[config.mk]
export PLATFORM = sky130hd
export DESIGN_NAME = gate_vector_monitor_flat
export DESIGN_NICKNAME = d
export VERILOG_FILES = /design/src/rtl/gate_vector_monitor_if.sv /design/src/rtl/gate_vector_monitor.sv /design/src/flat_wrapper.sv
export SDC_FILE = /design/constraint.sdc
export NUM_CORES = 1
export LEC_CHECK = 0
export ABC_AREA = 1
export BUFFER_PORTS_ARGS = -buffer_cell sky130_fd_sc_hd__buf_2
export CELL_PAD_IN_SITES_DETAIL_PLACEMENT = 1
export CELL_PAD_IN_SITES_GLOBAL_PLACEMENT = 2
export CORE_MARGIN = 2
export CORE_UTILIZATION = 32
export CTS_CLUSTER_SIZE = 25
export DETAILED_ROUTE_END_ITERATION = 8
export GPL_TIMING_DRIVEN = 0
export PLACE_DENSITY_LB_ADDON = 0.08
export SLEW_MARGIN = 40
export SYNTH_ARGS = -nofsm -noshare
export SYNTH_HDL_FRONTEND = slang
export SYNTH_SLANG_ARGS = --single-unit
[constraint.sdc]
create_clock -name clk -period 2.65 [get_ports clk]
set_input_delay 0.53 -clock clk [delete_from_list [all_inputs] [get_ports clk]]
set_output_delay 0.53 -clock clk [all_outputs]
set_load 0.1 [all_outputs]
[src/rtl/gate_vector_monitor_if.sv]
// gate_vector_monitor_if: gate command inputs and decoded/measured outputs of the gate vector monitor
interface gate_vector_monitor_if #(parameter int CNT_W = 14);
  logic K1_A_H, K2_A_L, K3_B_H, K4_B_L, K5_C_H, K6_C_L;
  logic period_tick, clear_fault;
  logic [2:0] vector;
  logic vector_ok, blocked, phase_a_off;
  logic [CNT_W-1:0] t_v1, t_v2, t_v0;
  logic [2:0] v1_seen, v2_seen;
  logic [3:0] sector_est;
  logic meas_valid, shoot_fault, seq_fault;
  modport master(
    output K1_A_H, K2_A_L, K3_B_H, K4_B_L, K5_C_H, K6_C_L, period_tick, clear_fault,
    input vector, vector_ok, blocked, phase_a_off, t_v1, t_v2, t_v0, v1_seen, v2_seen,
    input sector_est, meas_valid, shoot_fault, seq_fault
  );
  modport slave(
    input K1_A_H, K2_A_L, K3_B_H, K4_B_L, K5_C_H, K6_C_L, period_tick, clear_fault,
    output vector, vector_ok, blocked, phase_a_off, t_v1, t_v2, t_v0, v1_seen, v2_seen,
    output sector_est, meas_valid, shoot_fault, seq_fault
  );
endinterface

[src/rtl/gate_vector_monitor.sv]
// gate_vector_monitor: decodes K1..K6 into the applied vector, measures per-period dwell times and flags faults
module gate_vector_monitor #(parameter int CNT_W = 14) (
  input logic clk,
  input logic rst,
  gate_vector_monitor_if.slave bus
);
  typedef enum logic {SYNC, RUN} state_e;
  state_e state_q, state_d;
  logic [5:0] k_q;
  logic tick_q, clr_q, vld_q;
  logic [2:0] bit_v, blk, sht;
  logic ok, all_blk, a_off, cnt_en, zero, latch, seq_set;
  logic [2:0] vec_q, sl1_q, sl1_d, sl1_b, sl2_q, sl2_d, sl2_b, v1_q, v2_q;
  logic ok_q, blk_q, aoff_q, shoot_q, seq_q, mv_q;
  logic [CNT_W-1:0] t1_q, t1_d, t1_b, t2_q, t2_d, t2_b, t0_q, t0_d, t0_b, tv1_q, tv2_q, tv0_q;
  logic [3:0] sec_d, sec_q;
  always_ff @(posedge clk) begin
    if (rst) begin
      k_q <= '1;
      tick_q <= 1'b0;
      clr_q <= 1'b0;
      vld_q <= 1'b0;
    end else begin
      k_q <= {bus.K1_A_H, bus.K2_A_L, bus.K3_B_H, bus.K4_B_L, bus.K5_C_H, bus.K6_C_L};
      tick_q <= bus.period_tick;
      clr_q <= bus.clear_fault;
      vld_q <= 1'b1;
    end
  end
  for (genvar i = 0; i < 3; i++) begin : g_dec
    assign bit_v[i] = ~k_q[2*i+1] & k_q[2*i];
    assign blk[i] = k_q[2*i+1] & k_q[2*i];
    assign sht[i] = ~k_q[2*i+1] & ~k_q[2*i];
  end
  assign ok = ~|blk & ~|sht;
  assign all_blk = vld_q & &blk;
  assign a_off = blk[2] & ~|blk[1:0] & ~|sht[1:0];
  assign cnt_en = ok | a_off;
  assign zero = bit_v == 3'b000 || bit_v == 3'b111;
  assign latch = tick_q && state_q == RUN;
  // a tick restarts the window, so this cycle's sample lands in the new one
  always_comb begin
    t1_b = tick_q ? '0 : t1_q;
    t2_b = tick_q ? '0 : t2_q;
    t0_b = tick_q ? '0 : t0_q;
    sl1_b = tick_q ? 3'b000 : sl1_q;
    sl2_b = tick_q ? 3'b000 : sl2_q;
    t1_d = t1_b;
    t2_d = t2_b;
    t0_d = t0_b;
    sl1_d = sl1_b;
    sl2_d = sl2_b;
    seq_set = 1'b0;
    if (cnt_en) begin
      if (zero) t0_d = t0_b + CNT_W'(t0_b != '1);
      else if (sl1_b == 3'b000 || sl1_b == bit_v) begin
        sl1_d = bit_v;
        t1_d = t1_b + CNT_W'(t1_b != '1);
      end else if (sl2_b == 3'b000 || sl2_b == bit_v) begin
        sl2_d = bit_v;
        t2_d = t2_b + CNT_W'(t2_b != '1);
      end else seq_set = 1'b1;
    end
  end
  always_comb begin
    state_d = tick_q ? RUN : state_q;
    case ({sl1_q, sl2_q})
      6'b100_110: sec_d = 4'd1;
      6'b110_100: sec_d = 4'd2;
      6'b110_010: sec_d = 4'd3;
      6'b010_110: sec_d = 4'd4;
      6'b010_011: sec_d = 4'd5;
      6'b011_010: sec_d = 4'd6;
      6'b011_001: sec_d = 4'd7;
      6'b001_011: sec_d = 4'd8;
      6'b001_101: sec_d = 4'd9;
      6'b101_001: sec_d = 4'd10;
      6'b101_100: sec_d = 4'd11;
      6'b100_101: sec_d = 4'd12;
      default:    sec_d = 4'd0;
    endcase
  end
  always_ff @(posedge clk) begin
    if (rst) begin
      state_q <= SYNC;
      vec_q <= 3'b000;
      ok_q <= 1'b0;
      blk_q <= 1'b0;
      aoff_q <= 1'b0;
      shoot_q <= 1'b0;
      seq_q <= 1'b0;
      t1_q <= '0;
      t2_q <= '0;
      t0_q <= '0;
      sl1_q <= 3'b000;
      sl2_q <= 3'b000;
      tv1_q <= '0;
      tv2_q <= '0;
      tv0_q <= '0;
      v1_q <= 3'b000;
      v2_q <= 3'b000;
      sec_q <= 4'd0;
      mv_q <= 1'b0;
    end else begin
      state_q <= state_d;
      vec_q <= bit_v;
      ok_q <= ok;
      blk_q <= all_blk;
      aoff_q <= a_off;
      shoot_q <= |sht | (shoot_q & ~clr_q);
      seq_q <= seq_set | (seq_q & ~clr_q);
      t1_q <= t1_d;
      t2_q <= t2_d;
      t0_q <= t0_d;
      sl1_q <= sl1_d;
      sl2_q <= sl2_d;
      mv_q <= latch;
      if (latch) begin
        tv1_q <= t1_q;
        tv2_q <= t2_q;
        tv0_q <= t0_q;
        v1_q <= sl1_q;
        v2_q <= sl2_q;
        sec_q <= sec_d;
      end
    end
  end
  assign bus.vector = vec_q;
  assign bus.vector_ok = ok_q;
  assign bus.blocked = blk_q;
  assign bus.phase_a_off = aoff_q;
  assign bus.t_v1 = tv1_q;
  assign bus.t_v2 = tv2_q;
  assign bus.t_v0 = tv0_q;
  assign bus.v1_seen = v1_q;
  assign bus.v2_seen = v2_q;
  assign bus.sector_est = sec_q;
  assign bus.meas_valid = mv_q;
  assign bus.shoot_fault = shoot_q;
  assign bus.seq_fault = seq_q;
endmodule

[src/flat_wrapper.sv]
// flat-port wrapper written by rule: the top's interface ports become plain ports
module gate_vector_monitor_flat 
#(parameter int CNT_W = 14)
  (clk, rst, bus_K1_A_H, bus_K2_A_L, bus_K3_B_H, bus_K4_B_L, bus_K5_C_H, bus_K6_C_L, bus_period_tick, bus_clear_fault, bus_vector, bus_vector_ok, bus_blocked, bus_phase_a_off, bus_t_v1, bus_t_v2, bus_t_v0, bus_v1_seen, bus_v2_seen, bus_sector_est, bus_meas_valid, bus_shoot_fault, bus_seq_fault);
  gate_vector_monitor_if #(.CNT_W(CNT_W)) bus_i ();
  input logic clk;
  input logic rst;
  input wire logic [$bits(bus_i.K1_A_H)-1:0] bus_K1_A_H;
  input wire logic [$bits(bus_i.K2_A_L)-1:0] bus_K2_A_L;
  input wire logic [$bits(bus_i.K3_B_H)-1:0] bus_K3_B_H;
  input wire logic [$bits(bus_i.K4_B_L)-1:0] bus_K4_B_L;
  input wire logic [$bits(bus_i.K5_C_H)-1:0] bus_K5_C_H;
  input wire logic [$bits(bus_i.K6_C_L)-1:0] bus_K6_C_L;
  input wire logic [$bits(bus_i.period_tick)-1:0] bus_period_tick;
  input wire logic [$bits(bus_i.clear_fault)-1:0] bus_clear_fault;
  output wire logic [$bits(bus_i.vector)-1:0] bus_vector;
  output wire logic [$bits(bus_i.vector_ok)-1:0] bus_vector_ok;
  output wire logic [$bits(bus_i.blocked)-1:0] bus_blocked;
  output wire logic [$bits(bus_i.phase_a_off)-1:0] bus_phase_a_off;
  output wire logic [$bits(bus_i.t_v1)-1:0] bus_t_v1;
  output wire logic [$bits(bus_i.t_v2)-1:0] bus_t_v2;
  output wire logic [$bits(bus_i.t_v0)-1:0] bus_t_v0;
  output wire logic [$bits(bus_i.v1_seen)-1:0] bus_v1_seen;
  output wire logic [$bits(bus_i.v2_seen)-1:0] bus_v2_seen;
  output wire logic [$bits(bus_i.sector_est)-1:0] bus_sector_est;
  output wire logic [$bits(bus_i.meas_valid)-1:0] bus_meas_valid;
  output wire logic [$bits(bus_i.shoot_fault)-1:0] bus_shoot_fault;
  output wire logic [$bits(bus_i.seq_fault)-1:0] bus_seq_fault;
  assign bus_i.K1_A_H = bus_K1_A_H;
  assign bus_i.K2_A_L = bus_K2_A_L;
  assign bus_i.K3_B_H = bus_K3_B_H;
  assign bus_i.K4_B_L = bus_K4_B_L;
  assign bus_i.K5_C_H = bus_K5_C_H;
  assign bus_i.K6_C_L = bus_K6_C_L;
  assign bus_i.period_tick = bus_period_tick;
  assign bus_i.clear_fault = bus_clear_fault;
  assign bus_vector = bus_i.vector;
  assign bus_vector_ok = bus_i.vector_ok;
  assign bus_blocked = bus_i.blocked;
  assign bus_phase_a_off = bus_i.phase_a_off;
  assign bus_t_v1 = bus_i.t_v1;
  assign bus_t_v2 = bus_i.t_v2;
  assign bus_t_v0 = bus_i.t_v0;
  assign bus_v1_seen = bus_i.v1_seen;
  assign bus_v2_seen = bus_i.v2_seen;
  assign bus_sector_est = bus_i.sector_est;
  assign bus_meas_valid = bus_i.meas_valid;
  assign bus_shoot_fault = bus_i.shoot_fault;
  assign bus_seq_fault = bus_i.seq_fault;
  gate_vector_monitor #(.CNT_W(CNT_W)) u_core (.clk(clk), .rst(rst), .bus(bus_i));
endmodule
==> metrics.txt <==
Die W 134.4 um; post-layout util between 40% and 50%; die height 134.4 um; CTS max path bufs 2; async set-or-reset flop fraction in the synthesized netlist 0%; Max transition margin around 48%; period utilization roughly 94%; Crit path required time approximately 3 ns; Initial DRC Count approximately 220; post-synth cell types 38; first-pass GRT wire length 29680 um; DR vias/cell a little under 5; leakage power roughly 0.0031 uW; Final HPWL DP roughly 14000 um; Core Area ~0.017 mm2; Arr. time, crit path 2.79 ns; Finished Cell Area 0.006977 mm2; Synth top area share between 40% and 50%; Cell Rows between 40 and 50; Initial Util between 30 and 40%; area share of fa/ha/maj cells after synthesis ~1.4%; largest family of logic cells by synthesized area simple AND/OR/NAND/NOR gates; diode count 0; insertion delay to the later sink of the worst-skew pair 0.42 ns; dominant synthesized flop cell dfxtp_1; max-cap viol count 0; Hold Fails Final Rpt 0; All-Layer GR Usage ~22%; Synth Cell Area around 0.0054 mm2; maximum VDD drop around 0.44 mV; HP Class in -> reg; DP Worst Slack -0.5397 ns; syn_nets ~800; Syn Inst Count between 700 and 800; Final setup viols 0; htree depth 4; CTS root buffer clkbuf_16; top cells by area, synth dfxtp_1 (44%), nor2_1 (11%), nand2_1 (9.7%), inv_1 (6.3%), o21ai_0 (6.3%); total congestion overflow 0; Comb pwr share 10.3%; largest net degree at the start of global routing 17; Yosys top cell by area dfxtp_1; Worst Skew 0.01075 ns; Period minus WS final 2.489 ns; syn avg cell area between 6 and 7 um2; number of flops mapped to enable cells by yosys 0; Synth Area in Compound Gates around 12%; Reg clk slew, reported paths around 0.050 ns; final worst slack ~0.16 ns; vias post-DR 5436; CP endpoint kind flop; GPL Wtd Cong 0.8347; TritonCTS clock tree built; placed standard-cell area roughly 0.006 mm2; Sequential Power Share a little under two fifths; cts bufs inserted 17; mux share of post-synthesis cell area 0%; top cells by count, synth nor2_1 (162), nand2_1 (140), dfxtp_1 (119); P per Cell Area 710.6 mW/mm2; antenna-violating nets left 0; area added between synthesis and finish 28.18%; DRC Markers 0; status complete, no violations; Max Clock Freq about 0.40 GHz; WHS 0.3052 ns; Seq cells post-synth 119; CP Max Fanout 8; CP Class reg -> reg; internal power around 3700 uW; initial antenna violation count 0; final WL 18830 um; Sw Pwr between 1000 and 1500 uW; Clock Sinks roughly 120; type of origin of the critical path flop; WL/cell 16.75 um; layout cell share with drive strength beyond 1 between 10% and 20%; Post-Synth Simple-Gate Area between 30% and 40%; Post-Synth XOR/XNOR Area 0.3218%; die footprint 0.01807 mm2; Tightest Pin Transition just under 0.8 ns; Layout Nets roughly 910; drt pass-1 iters 4; Warnings, synthesis 0; Sw Share between 20% and 30%; Clock Power Share between 50% and 60%; final slew viol count 0; Seq/Total Area, Yosys a little over two fifths; most frequent cell after synthesis nor2_1; port bufs 70; vias in the first global route 5526; I/O Pins slightly above 70
what timing repair did:
item | in CTS | in global routing
hold buffers | 0 | 0
pin swaps | 1 | 13
buffers inserted | 2 | 13
endpoints found under the setup margin | 22 | 29
gates resized for setup | 12 | 28
through the flow:
step                      total power [uW]  setup TNS, ns  cells
after floorplan                       2270              0    788
after global placement                2383         -3.516   1078
after detailed placement              2393         -4.561   1078
after CTS                             4992              0   1111
after global routing                  5131        -0.1069   1124
final                                 4957              0   1124
path summary, 6_finish.rpt:
| check | start | end | slack [ns] | depth (start not counted) |
|---|---|---|---|---|
| setup / recovery | u_core.tick_q | u_core.t0_q[8] | 0.16 | 19 |
| hold / removal | bus_K1_A_H | u_core.k_q[5] | 0.31 | 2 |
| setup reg to reg | u_core.tick_q | u_core.t0_q[8] | 0.16 | 19 |
| hold reg to reg | u_core.t1_q[4] | u_core.bus.t_v1[4] | 0.47 | 2 |
routing by layer:
layer | global-route usage (%) | part of all wire, % | vias up
met2 | 36.96 | 50 | 80
met5 | 0 | 0 | -
li1 | - | - | 2722
met1 | 27.23 | 46 | 2618
met4 | 7.427 | 1.3 | 0
met3 | 3.704 | 3.4 | 16
placed cells by master (no fill, tap or decap), types with 8 or more instances in the layout:
cell       instances
nor2_1           155
nor3_1            12
a21oi_1           51
buf_4             17
nor2_4             8
nand2_1          135
dfxtp_1          119
inv_1             90
nand4_1           13
nand2_2           12
buf_2             70
clkbuf_16         17
nand3_1           32
nor2_2            12
clkbuf_1          23
o21ai_0           66
state kept, by name, indices dropped and copies added (netlist names), 3 cells and up:
signal                 flops
u_core.t1_q               14
u_core.k_q                 6
u_core.bus.t_v0           14
u_core.bus.v1_seen         3
u_core.bus.v2_seen         3
u_core.bus.t_v2           14
u_core.sl1_q               3
u_core.t0_q               14
u_core.sl2_q               3
u_core.bus.sector_est      4
u_core.bus.t_v1           14
u_core.t2_q               14
u_core.bus.vector          3
critical path, stage by stage, from the launching register on:
cell     delay (ns)
dfxtp_1        0.30
buf_6          0.14
inv_4          0.06
buf_12         0.12
buf_12         0.13
nand3_4        0.08
nor3_4         0.20
nand3_2        0.11
inv_2          0.07
nand4_1        0.14
ha_2           0.24
ha_1           0.19
inv_1          0.08
nor2_1         0.05
inv_1          0.08
nor2_4         0.06
nand2_2        0.11
nor2_1         0.05
o21ai_1        0.11
nor2_1         0.05
layout make-up:
cell class                 count  area [um2]
fill                        2145        9607
clock inverter                 8       167.7
sequential                   119        2382
buffer                        29       180.2
clock buffer                  23       488.0
multi-input combinational    544        2658
inverter                      96       362.8
tap                          220       275.3
timing repair buffer          85       462.9
power groups by stage:
stage / registers, uW / clock network (uW) / logic, uW
final: 1860 / 2590 / 513
after global routing: 1860 / 2720 / 547
after CTS: 1860 / 2630 / 507
after detailed placement: 1900 / 0 / 496
after global placement: 1890 / 0 / 489
after floorplan: 2120 / 0 / 147
logic make-up (layout without fill, tap and decap cells):
kind of cell	Yosys count	count (layout)
and+or+nand+nor	407	407
adders and majority gates	6	6
xor gates and xnor gates	2	2
buffers and inverters	125	241
AOI/OAI and AO/OA	129	129
DFF	119	119
No activity file was read; power rests on OpenSTA's default activity.
